### config.mk
export PLATFORM = sky130hd
export DESIGN_NAME = factorial_ctrl
export DESIGN_NICKNAME = d
export VERILOG_FILES = /design/src/rtl/factorial_ctrl.sv
export SDC_FILE = /design/constraint.sdc
export NUM_CORES = 1
export LEC_CHECK = 0
export BUFFER_PORTS_ARGS = -buffer_cell sky130_fd_sc_hd__buf_2
export CAP_MARGIN = 20
export CORE_MARGIN = 4
export CORE_UTILIZATION = 49
export DETAILED_ROUTE_END_ITERATION = 16
export GPL_TIMING_DRIVEN = 1
export PLACE_DENSITY = 0.8
export SLEW_MARGIN = 20
export SYNTH_ARGS = -nofsm -noshare
export SYNTH_HDL_FRONTEND = slang
export SYNTH_SLANG_ARGS = --single-unit
### constraint.sdc
create_clock -name clk -period 2.8 [get_ports clk]
set_input_delay 0 -clock clk [delete_from_list [all_inputs] [get_ports clk]]
set_output_delay 0 -clock clk [all_outputs]
set_load 0.03 [all_outputs]
### src/rtl/factorial_ctrl.sv
// Sequencer for the factorial datapath: accepts n on go, range-checks it and
// steps a shared multi-cycle multiplier through the products n*(n-1)*...*2.
module factorial_ctrl #(
  parameter int DATA_W = 32,
  parameter int N_W    = 4,
  parameter int N_MAX  = 12
) (
  input  logic              clk,
  input  logic              rst_n,
  input  logic              go,
  input  logic [N_W-1:0]    n,
  output logic              mul_start,
  output logic [DATA_W-1:0] mul_a,
  output logic [DATA_W-1:0] mul_b,
  input  logic [DATA_W-1:0] mul_p,
  input  logic              mul_done,
  output logic              busy,
  output logic              done,
  output logic              error,
  output logic [DATA_W-1:0] result
);

  // Handshakes: go is a level sampled only in IDLE; mul_start is a one-cycle
  // request and mul_a/mul_b stay stable until the one-cycle mul_done (with
  // mul_p valid) is sampled in MUL_WAIT; done is a one-cycle completion pulse.
  typedef enum logic [2:0] {
    S_IDLE     = 3'd0,
    S_CHECK    = 3'd1,
    S_MUL_REQ  = 3'd2,
    S_MUL_WAIT = 3'd3,
    S_DONE     = 3'd4
  } state_t;

  state_t              state;
  logic [N_W-1:0]      n_q;
  logic [N_W-1:0]      cnt;
  logic [DATA_W-1:0]   prod;

  // Operands come straight from the running registers, so they hold still
  // for the whole request/wait window.
  assign mul_a = prod;
  assign mul_b = {{(DATA_W-N_W){1'b0}}, cnt};

  always_ff @(posedge clk or negedge rst_n) begin
    if (!rst_n) begin
      state     <= S_IDLE;
      n_q       <= '0;
      cnt       <= '0;
      prod      <= '0;
      mul_start <= 1'b0;
      busy      <= 1'b0;
      done      <= 1'b0;
      error     <= 1'b0;
      result    <= '0;
    end else begin
      mul_start <= 1'b0;
      done      <= 1'b0;
      case (state)
        S_IDLE: begin
          if (go) begin
            n_q    <= n;
            error  <= 1'b0;
            result <= '0;
            busy   <= 1'b1;
            state  <= S_CHECK;
          end
        end
        S_CHECK: begin
          if (32'(n_q) > N_MAX) begin
            error  <= 1'b1;
            result <= '0;
            done   <= 1'b1;
            state  <= S_DONE;
          end else if (n_q <= N_W'(1)) begin
            result <= DATA_W'(1);
            done   <= 1'b1;
            state  <= S_DONE;
          end else if (n_q == N_W'(2)) begin
            result <= DATA_W'(2);
            done   <= 1'b1;
            state  <= S_DONE;
          end else begin
            prod      <= {{(DATA_W-N_W){1'b0}}, n_q};
            cnt       <= n_q - N_W'(1);
            mul_start <= 1'b1;
            state     <= S_MUL_REQ;
          end
        end
        S_MUL_REQ: begin
          state <= S_MUL_WAIT;
        end
        S_MUL_WAIT: begin
          if (mul_done) begin
            prod <= mul_p;
            cnt  <= cnt - N_W'(1);
            // Multiplying by 2 is the last step of the chain.
            if (cnt == N_W'(2)) begin
              result <= mul_p;
              done   <= 1'b1;
              state  <= S_DONE;
            end else begin
              mul_start <= 1'b1;
              state     <= S_MUL_REQ;
            end
          end
        end
        S_DONE: begin
          busy  <= 1'b0;
          state <= S_IDLE;
        end
        default: begin
          busy  <= 1'b0;
          state <= S_IDLE;
        end
      endcase
    end
  end

endmodule
Word-level counts from Yosys, hierarchy flattened. Cells that the tools add are included.

Bits in registers: 79. Bits of input ports: 40. Output and inout port bits: 100. Logic and storage cells: 79.

Add/subtract/negate cells: 2. $lt $le $gt $ge: 2. Eq/ne operators: 13. Mux-type cells: 41. Bitwise operators: 1. Reduce and logical (&&, ||, !) cells: 11.

Operators by type and width (number): 2-to-1 mux 32 bit (10); case mux 32 bit (3 select lines) (1); case mux 32 bit (2 select lines) (1); 2-to-1 mux 3 bit (6); 2-to-1 mux 4 bit (4); != test 2 bit (second input constant) (7); 2-to-1 mux 1 bit (13); case mux 3 bit (4 select lines) (1); AND reduction 5 bit (2); equality test 4 x 2 -> 1 bit (second input constant) (2); case mux 1 bit (2 select lines) (4); case mux 4 bit (2 select lines) (1); subtractor 4 x 1 -> 4 bit (second input constant) (2); equality test 3 x 2 -> 1 bit (second input constant) (2); AND reduction 2 bit (3); > comparator 4 bit (second input constant) (1); less-or-equal comparator 4 x 1 -> 1 bit (second input constant) (1); != test 4 bit (second input constant) (1); nonzero test 2 bit (2); equality test 3 x 1 -> 1 bit (second input constant) (1); zero test 3 bit (1); AND reduction 3 bit (1); nonzero test 3 bit (1); OR reduction 3 bit (1); inverter 1 bit (1).

Logic depth before layout (Yosys ltp). Gate-level depths: netlist of the first run.

Depth in word-level cells: 5. Mapped depth: 7. Gate-level depth less buffers: 6.

Worst setup path before layout of the first run. No wires, ideal clock.

Path type: register -> register. Start: register cnt[0]. End: register result[30]. Setup time: 0.128 ns. Arrival time: 1.910 ns. Required time: 2.672 ns. Setup slack: 0.762 ns. Cell stages (with the launch flop): 8. Path buffers: 1. Period minus slack after synthesis: 2.038 ns. Path through: dfrtp_1 -> inv_1 -> ha_1 -> or3b_4 -> o32ai_2 -> nand2_2 -> buf_6 -> mux2_1.

Word-level cells in the longest chain between the ends: 3.

Ends and longest elaborated chain: from (decl) (line 36) `logic [N_W-1:0] cnt;`; from (signal assigned) (line 84) `cnt <= n_q - N_W'(1);`; from (signal assigned) (line 95) `cnt <= cnt - N_W'(1);`; equality test 4 x 2 -> 1 bit (line 97) `if (cnt == N_W'(2)) begin`; != test 2 bit (no line); AND reduction 5 bit (no line); to (signal assigned) (line 98) `result <= mul_p;`; to (decl) (line 20) `output logic [DATA_W-1:0] result`.

Every way passes these cells. A chain may end at the register's enable or synchronous reset.

Worst setup path after layout of the first run.
Start: register n_q[0]. End: register prod[0] (netlist: mul_a[0]).

Word-level cells in the longest chain between the ends: 4. Elaborated cells between the ends (all ways): 11. Classes of those cells: order compare: 2; eq/ne: 4; mux: 4; reduce/logical: 1.

Ends and longest elaborated chain: from (decl) (line 35) `logic [N_W-1:0] n_q;`; from (signal assigned) (line 61) `n_q <= n;`; parallel branches: the longest is 4 deep, another holds less-or-equal comparator 4 x 1 -> 1 bit; to (signal assigned) (line 83) `prod <= {{(DATA_W-N_W){1'b0}}, n_q};`; to (signal assigned) (line 94) `prod <= mul_p;`; to (decl) (line 37) `logic [DATA_W-1:0] prod;`.

Several ways; the timed one is not identified. The select of a mux whose other input is x is not followed.

==> impl_metrics.tcl, run 1 <==
set metrics [dict create \
    die_y_um 95.7 \
    setup_viol 0 \
    fin_skew_ns 0.0130 \
    ff2ff_setup_slack_ns 0.42 \
    postCtsSetupBuffers 0 \
    pre_cts_ws_ns 0.430 \
    synth_edf_count 0 \
    p_clk_frac 0.154 \
    nets 471 \
    grtUsageMet2 0.304 \
    clkTransAtPathRegs_ns 0.08 \
    dpl.hpwl_mm 5.49 \
    ir_drop_mv 0.678 \
    cp.arrival_ns 2.60 \
    crit_type "reg2reg" \
    n_antenna_cell 0 \
    syn_area_um2 3770 \
    synth_top_family_by_area "multiplexers" \
    yosysSeqAreaShare 0.525 \
    met1_usage 0.221 \
    start_util 0.511 \
    clock-sinks 79 \
    drt_iter0_drc 105 \
    synth_compound_area_frac 0.0588 \
    holdWs_ns 0.0131 \
    synth-seq-cells 79 \
    overflow 0 \
    area.growth.synth_to_final_pct 23.5 \
    endpoint_kind "register" \
    viasPerCell 4.93 \
    drc 0 \
    core_area_um2 7370 \
    cts_buffers 9 \
    status "complete, no violations" \
    pwr-share-comb 0.514 \
    ctsHtreeMaxLevel 3 \
    core.rowCount 31 \
    synth_cells 298 \
    min_period_over_period 0.851 \
    switching_share 0.449 \
    grt_setup_unrepaired "no" \
    cts_tree "yes" \
    drive_gt1_frac 0.400 \
    grt_pass1_wl_mm 12.7 \
    antenna_found_initial 0 \
    hold_depth 3 \
    async_flop_share 1.00 \
    num_io_pins 140 \
    ant_nets 0 \
    grt_max_degree 80 \
    yosys_warnings 0 \
    cp-startpoint "n_q[0]" \
    hp-class "in2reg" \
    max_freq_mhz 420 \
    p_sw_uw 2640 \
    dr.pass1.iters 5 \
    finalCriticalPeriod_ns 2.38 \
    cp-endpoint "mul_a[0]" \
    leakage_uw 0.00257 \
    gp_congestion 0.918 \
    internal_power_uw 3240 \
    yosys.area_share.simple 0.107 \
    cts_buffer_depth 2 \
    die_area_um2 9160 \
    die_x_um 95.7 \
    busiest_layer "met2" \
    synth_xor_area_frac 0.00465 \
    reg2reg_to "mul_a[0]" \
    grt_use_total 0.180 \
    drv_slew 0 \
    startpoint_type "register" \
    setup_slack_ns 0.417 \
    grt_pass1_vias 2671 \
    maxCapViolations 0 \
    r2r-start "n_q[0]" \
    r2r_cells 6 \
    setup-tns-final_ns 0 \
    port-buffer-count 111 \
    ys_types 39 \
    report.final.hold_viol_count 0 \
    yosys_most_used_dff "dfrtp_1" \
    critPathRequiredTime_ns 3.02 \
    relSlewSlack 0.509 \
    cts.root.buffer_cell "clkbuf_8" \
    grt.met3_usage 0.0407 \
    path_max_fanout 36 \
    clkLatencyLatePin_ns 0.34 \
    worstMarginPinSlew_ns 0.735 \
    wirelength_mm 7.96 \
    vias 2609 \
    power_density_nw_per_um2 1260 \
    synth_area_per_cell_um2 12.6 \
    muxShareOfSynthArea 0.194 \
    wire_per_inst_um 15.0 \
    synthAdderAreaFrac 0.0166 \
    p_seq_frac 0.332 \
]
## what timing repair did
item,4_1_cts,5_1_grt
resized for setup,0,0
endpoints found under the hold margin,99,0
hold buffers,19,0
## cells in the mapped netlist (2+ instances only)
library cell / instances / area, µm²
a21o_1: 2 / 15.0
nand2_1: 11 / 41.3
mux2_1: 27 / 304
buf_6: 7 / 78.8
inv_1: 7 / 26.3
nor2_1: 6 / 22.5
buf_4: 29 / 218
nand3b_1: 4 / 30.0
a31oi_1: 2 / 12.5
ha_1: 5 / 62.6
nor3_1: 4 / 20.0
clkbuf_1: 4 / 15.0
o22ai_1: 3 / 18.8
nand3_1: 3 / 15.0
xor2_1: 2 / 17.5
and3b_1: 2 / 17.5
and2_1: 30 / 188
o21ai_0: 8 / 40.0
dfrtp_1: 79 / 1980
a21oi_1: 6 / 30.0
mux2_2: 37 / 417
buf_2: 3 / 15.0
## worst max-delay path, cell delays in order (launching register included)
cell and delay, ns:
dfrtp_1 0.39, inv_1 0.11, ha_1 0.25, nor3_1 0.43
o311ai_4 0.22, nand2_4 0.45, mux2_2 0.40
## power by group through the flow
stage | logic (µW) | registers [µW] | clock network [µW]
global route | 3260 | 2010 | 982
global placement | 2960 | 1950 | 0
finish | 3020 | 1950 | 902
CTS | 3070 | 1950 | 931
floorplan | 1630 | 2690 | 0
detailed placement | 3040 | 1970 | 0
## logic make-up after synthesis
group | Yosys count
adders and majority gates | 5
DFF | 79
buffers and inverters | 50
muxes | 65
xor gates and xnor gates | 2
other | 1
AOI/OAI and AO/OA | 30
and+or+nand+nor | 66
## layer usage
| metal | share of wire | up-vias |
|---|---|---|
| met1 | 0.41 | 1257 |
| met2 | 0.49 | 118 |
| li1 | - | 1220 |
| met5 | 0 | - |
| met3 | 0.083 | 14 |
| met4 | 0.017 | 0 |
## metrics by stage
step	area [µm²]	total power (µW)	instances	util
4_1_cts	4650	5950	529	0.631
2_1_floorplan	3870	4320	325	-
3_3_place_gp	4250	4910	495	0.576
6_report	4650	5880	529	0.631
3_5_place_dp	4250	5000	495	0.576
5_1_grt	4650	6260	529	0.631
## flip-flops by register name, indices dropped and copies added, names as in the netlist
register / count
mul_start: 1
mul_a: 32
done: 1
cnt: 4
state: 3
error: 1
result: 32
busy: 1
n_q: 4
## worst min path at each step
stage,from,end,slack [ns]
2_1_floorplan,rst_n,busy,-0.30
3_3_place_gp,rst_n,result[31],0.21
3_5_place_dp,rst_n,result[31],0.22
4_1_cts,mul_p[22],mul_a[22],0.0003
5_1_grt,mul_p[19],mul_a[19],0.005
6_report,mul_p[22],mul_a[22],0.01
## layout by cell type, fill, tap and decap left out, types with 5 or more instances in the layout
| cell | count |
|---|---|
| dfrtp_1 | 79 |
| buf_2 | 110 |
| clkbuf_8 | 10 |
| nand2_1 | 11 |
| mux2_1 | 27 |
| and2_1 | 30 |
| inv_1 | 7 |
| conb_1 | 28 |
| a21oi_1 | 6 |
| dlygate4sd3_1 | 19 |
| mux2_2 | 37 |
| o21ai_0 | 8 |
| nor2_1 | 6 |
| ha_1 | 5 |
## final cells by class
cell class                      instances  area [µm²]
Sequential cell                        79        1980
Multi-Input combinational cell        196        1540
Fill cell                             605        2720
Timing Repair Buffer                  133         774
Clock inverter                          4        70.1
Inverter                                7        26.3
Clock buffer                           11         141
Tap cell                               99         124
Power figures use the tool's default switching activity.
==> inputs of run 2 (changes only) <==
--- a/config.mk
+++ b/config.mk
@@ -5,10 +5,11 @@
 export SDC_FILE = /design/constraint.sdc
 export NUM_CORES = 1
 export LEC_CHECK = 0
+export ABC_AREA = 1
 export BUFFER_PORTS_ARGS = -buffer_cell sky130_fd_sc_hd__buf_2
 export CAP_MARGIN = 20
 export CORE_MARGIN = 4
-export CORE_UTILIZATION = 49
+export CORE_UTILIZATION = 50
 export DETAILED_ROUTE_END_ITERATION = 16
 export GPL_TIMING_DRIVEN = 1
 export PLACE_DENSITY = 0.8
==> impl_metrics.tcl, run 2 <==
set metrics [dict create \
    min_period_over_period 0.739 \
    ant_nets 0 \
    synth_edf_count 0 \
    wirelength_mm 10.5 \
    synth-seq-cells 79 \
    grt_use_total 0.232 \
    grt.met3_usage 0.0617 \
    dpl.hpwl_mm 6.79 \
    synth_cells 498 \
    yosys.area_share.simple 0.318 \
    final_common_cell "nand2_1" \
    yosysSeqAreaShare 0.498 \
    antenna_found_initial 0 \
    drive_gt1_frac 0.224 \
    start_util 0.514 \
    syn_area_um2 3970 \
    grt_pass1_wl_mm 17.9 \
    busiest_layer "met2" \
    n_antenna_cell 0 \
    cts_resized 0 \
    gp_congestion 0.836 \
    async_flop_share 1.00 \
    synth_top_family_by_area "simple AND/OR/NAND/NOR gates" \
    drt_iter0_drc 214 \
    die_x_um 97.1 \
    cpMaxStageDelayCell "dfrtp_1" \
    slowest_delay_ns 0.39 \
    muxShareOfSynthArea 0 \
    setup_viol 0 \
    maxCapViolations 0 \
    postCtsSetupBuffers 0 \
    synth_xor_area_frac 0.00221 \
    clkTransAtPathRegs_ns 0.08 \
    ir_drop_mv 0.660 \
    die_area_um2 9430 \
    clock-sinks 79 \
    synth_top_area_cell "dfrtp_1" \
    fill_cells 648 \
    viasPerCell 4.93 \
    num_io_pins 140 \
    endpoint_kind "register" \
    cp_common_cell "nand2_1" \
    synthAdderAreaFrac 0.0158 \
    cp.arrival_ns 2.31 \
    hold_buffers 36 \
    grt_max_degree 80 \
    wire_per_inst_um 14.1 \
    overflow 0 \
    cts.root.buffer_cell "clkbuf_8" \
    startpoint_type "register" \
    cts_tree "yes" \
    synth_compound_area_frac 0.0306 \
    nets 683 \
    core_area_um2 7730 \
    pre_cts_ws_ns 0.773 \
    ys_types 25 \
    netlist_top_cells_area "dfrtp_1 (50%), nand2_1 (16%), nand3_1 (9.6%), buf_4 (5.3%), inv_1 (4.4%)" \
    met1_usage 0.298 \
    critical_path.cell_chain "inv_1, ha_1, nand2_1, nand2_1, nand2_1, nor2_4, nand2_4, nand2_1, nand2_1" \
    cts_buffers 9 \
    synth_area_per_cell_um2 7.97 \
    area.growth.synth_to_final_pct 27.2 \
    grtUsageMet2 0.380 \
    yosys_most_used_dff "dfrtp_1" \
    hp-class "in2reg" \
    synth_most_common_cell "nand2_1" \
    crit_type "reg2reg" \
    dr.pass1.iters 5 \
    final_cell_mix "nand2_1 (164), buf_2 (110), dfrtp_1 (79), nand3_1 (76), inv_1 (47)" \
    synth_commonest_cells "nand2_1 (164), dfrtp_1 (79), nand3_1 (76)" \
    vias 3666 \
    status "complete, no violations" \
    path_delay_family "simple AND/OR/NAND/NOR gates" \
    crit_buf_inv 1 \
    max_freq_mhz 483 \
    leakage_uw 0.00307 \
    power_density_nw_per_um2 1280 \
    drv_slew 0 \
    finalCriticalPeriod_ns 2.07 \
    drc 0 \
    path_max_fanout 32 \
    grt_setup_unrepaired "no" \
    setup_slack_ns 0.730 \
    ctsHtreeMaxLevel 3 \
    critPathRequiredTime_ns 3.04 \
    fin_skew_ns 0.00995 \
    core.rowCount 32 \
    report.final.hold_viol_count 0 \
    port-buffer-count 111 \
    yosysTopAreaCellShare 0.498 \
    cts_buffer_depth 2 \
    die_y_um 97.1 \
    grt_pass1_vias 3639 \
    yosys_warnings 0 \
    clkLatencyLatePin_ns 0.36 \
    setup-tns-final_ns 0 \
]
run 2: changes by cell type after synthesis, sizes merged, moves of 3 or more:
cell,previous run,this run
o22ai,3,0
mux2,64,0
a21oi,6,1
buf,39,44
o21ai,8,14
nand2,13,170
nand3,3,76
inv,7,48
nor2,6,43
nor3,4,0
and2,30,0
nand3b,4,0
clkbuf,4,7
run 2: cell families (layout without fill, tap and decap cells):
| kind of cell | count (synthesis) | after routing |
|---|---|---|
| AO/OA/AOI/OAI | 21 | 21 |
| flip-flops | 79 | 79 |
| other | 1 | 28 |
| AND/OR/NAND/NOR | 292 | 292 |
| buffers and inverters | 99 | 216 |
| XOR/XNOR | 1 | 1 |
| adder cells (fa/ha/maj) | 5 | 5 |
run 2: power by group:
| group | leakage (µW) | internal, µW | total (µW) | switching [µW] |
|---|---|---|---|---|
| Sequential | 0.00106 | 1620 | 1950 | 329 |
| Combinational | 0.00189 | 938 | 3560 | 2620 |
| Clock | 0.000112 | 523 | 951 | 428 |
| Total | 0.00307 | 3090 | 6470 | 3380 |
run 2: cell type report:
type	instances	area, µm²	area share
sequential	79	1980	0.392
timing repair buffer	153	983	0.195
clock inverter	5	82.6	0.0164
clock buffer	10	138	0.0273
multi-input combinational	347	1560	0.309
tap	102	128	0.0253
inverter	48	180	0.0357
run 2: per-stage QoR:
| step | utilization | std cells | instance area (µm²) | total power, µW | hold slack, ns |
|---|---|---|---|---|---|
| after global routing | 0.653 | 744 | 5050 | 6940 | 0.0361 |
| after detailed placement | 0.574 | 692 | 4440 | 5480 | 0.212 |
| after floorplan | - | 525 | 4070 | 4660 | -0.296 |
| after global placement | 0.574 | 692 | 4440 | 5380 | 0.205 |
| final | 0.653 | 744 | 5050 | 6470 | 0.0101 |
| after CTS | 0.650 | 743 | 5020 | 6470 | 0.000705 |
run 2: metal layers:
| layer | up-vias | routed length [µm] |
|---|---|---|
| li1 | 1769 | - |
| met1 | 1711 | 4290 |
| met2 | 165 | 5130 |
| met3 | 21 | 827 |
| met4 | 0 | 243 |
| met5 | - | 0 |
run 2: path summary, 6_finish.rpt:
check / startpoint / end / slack, ns / cells past startpoint
hold / removal: mul_p[2] / result[2] / 0.01 / 5
max in group asynchronous: rst_n / n_q[3] / 2.16 / 3
setup / recovery: cnt[0] / result[8] / 0.73 / 9
hold reg to reg: result[9] / result[9] / 0.47 / 2
min in group asynchronous: rst_n / result[12] / 0.06 / 2
setup reg to reg: cnt[0] / result[8] / 0.73 / 9
run 2: worst register-to-register path: stages, from the launching register on:
cell and delay [ns]:
dfrtp_1 0.39, inv_1 0.14, ha_1 0.17, nand2_1 0.11, nand2_1 0.10, nand2_1 0.08, nor2_4 0.39, nand2_4 0.33
nand2_1 0.17, nand2_1 0.07
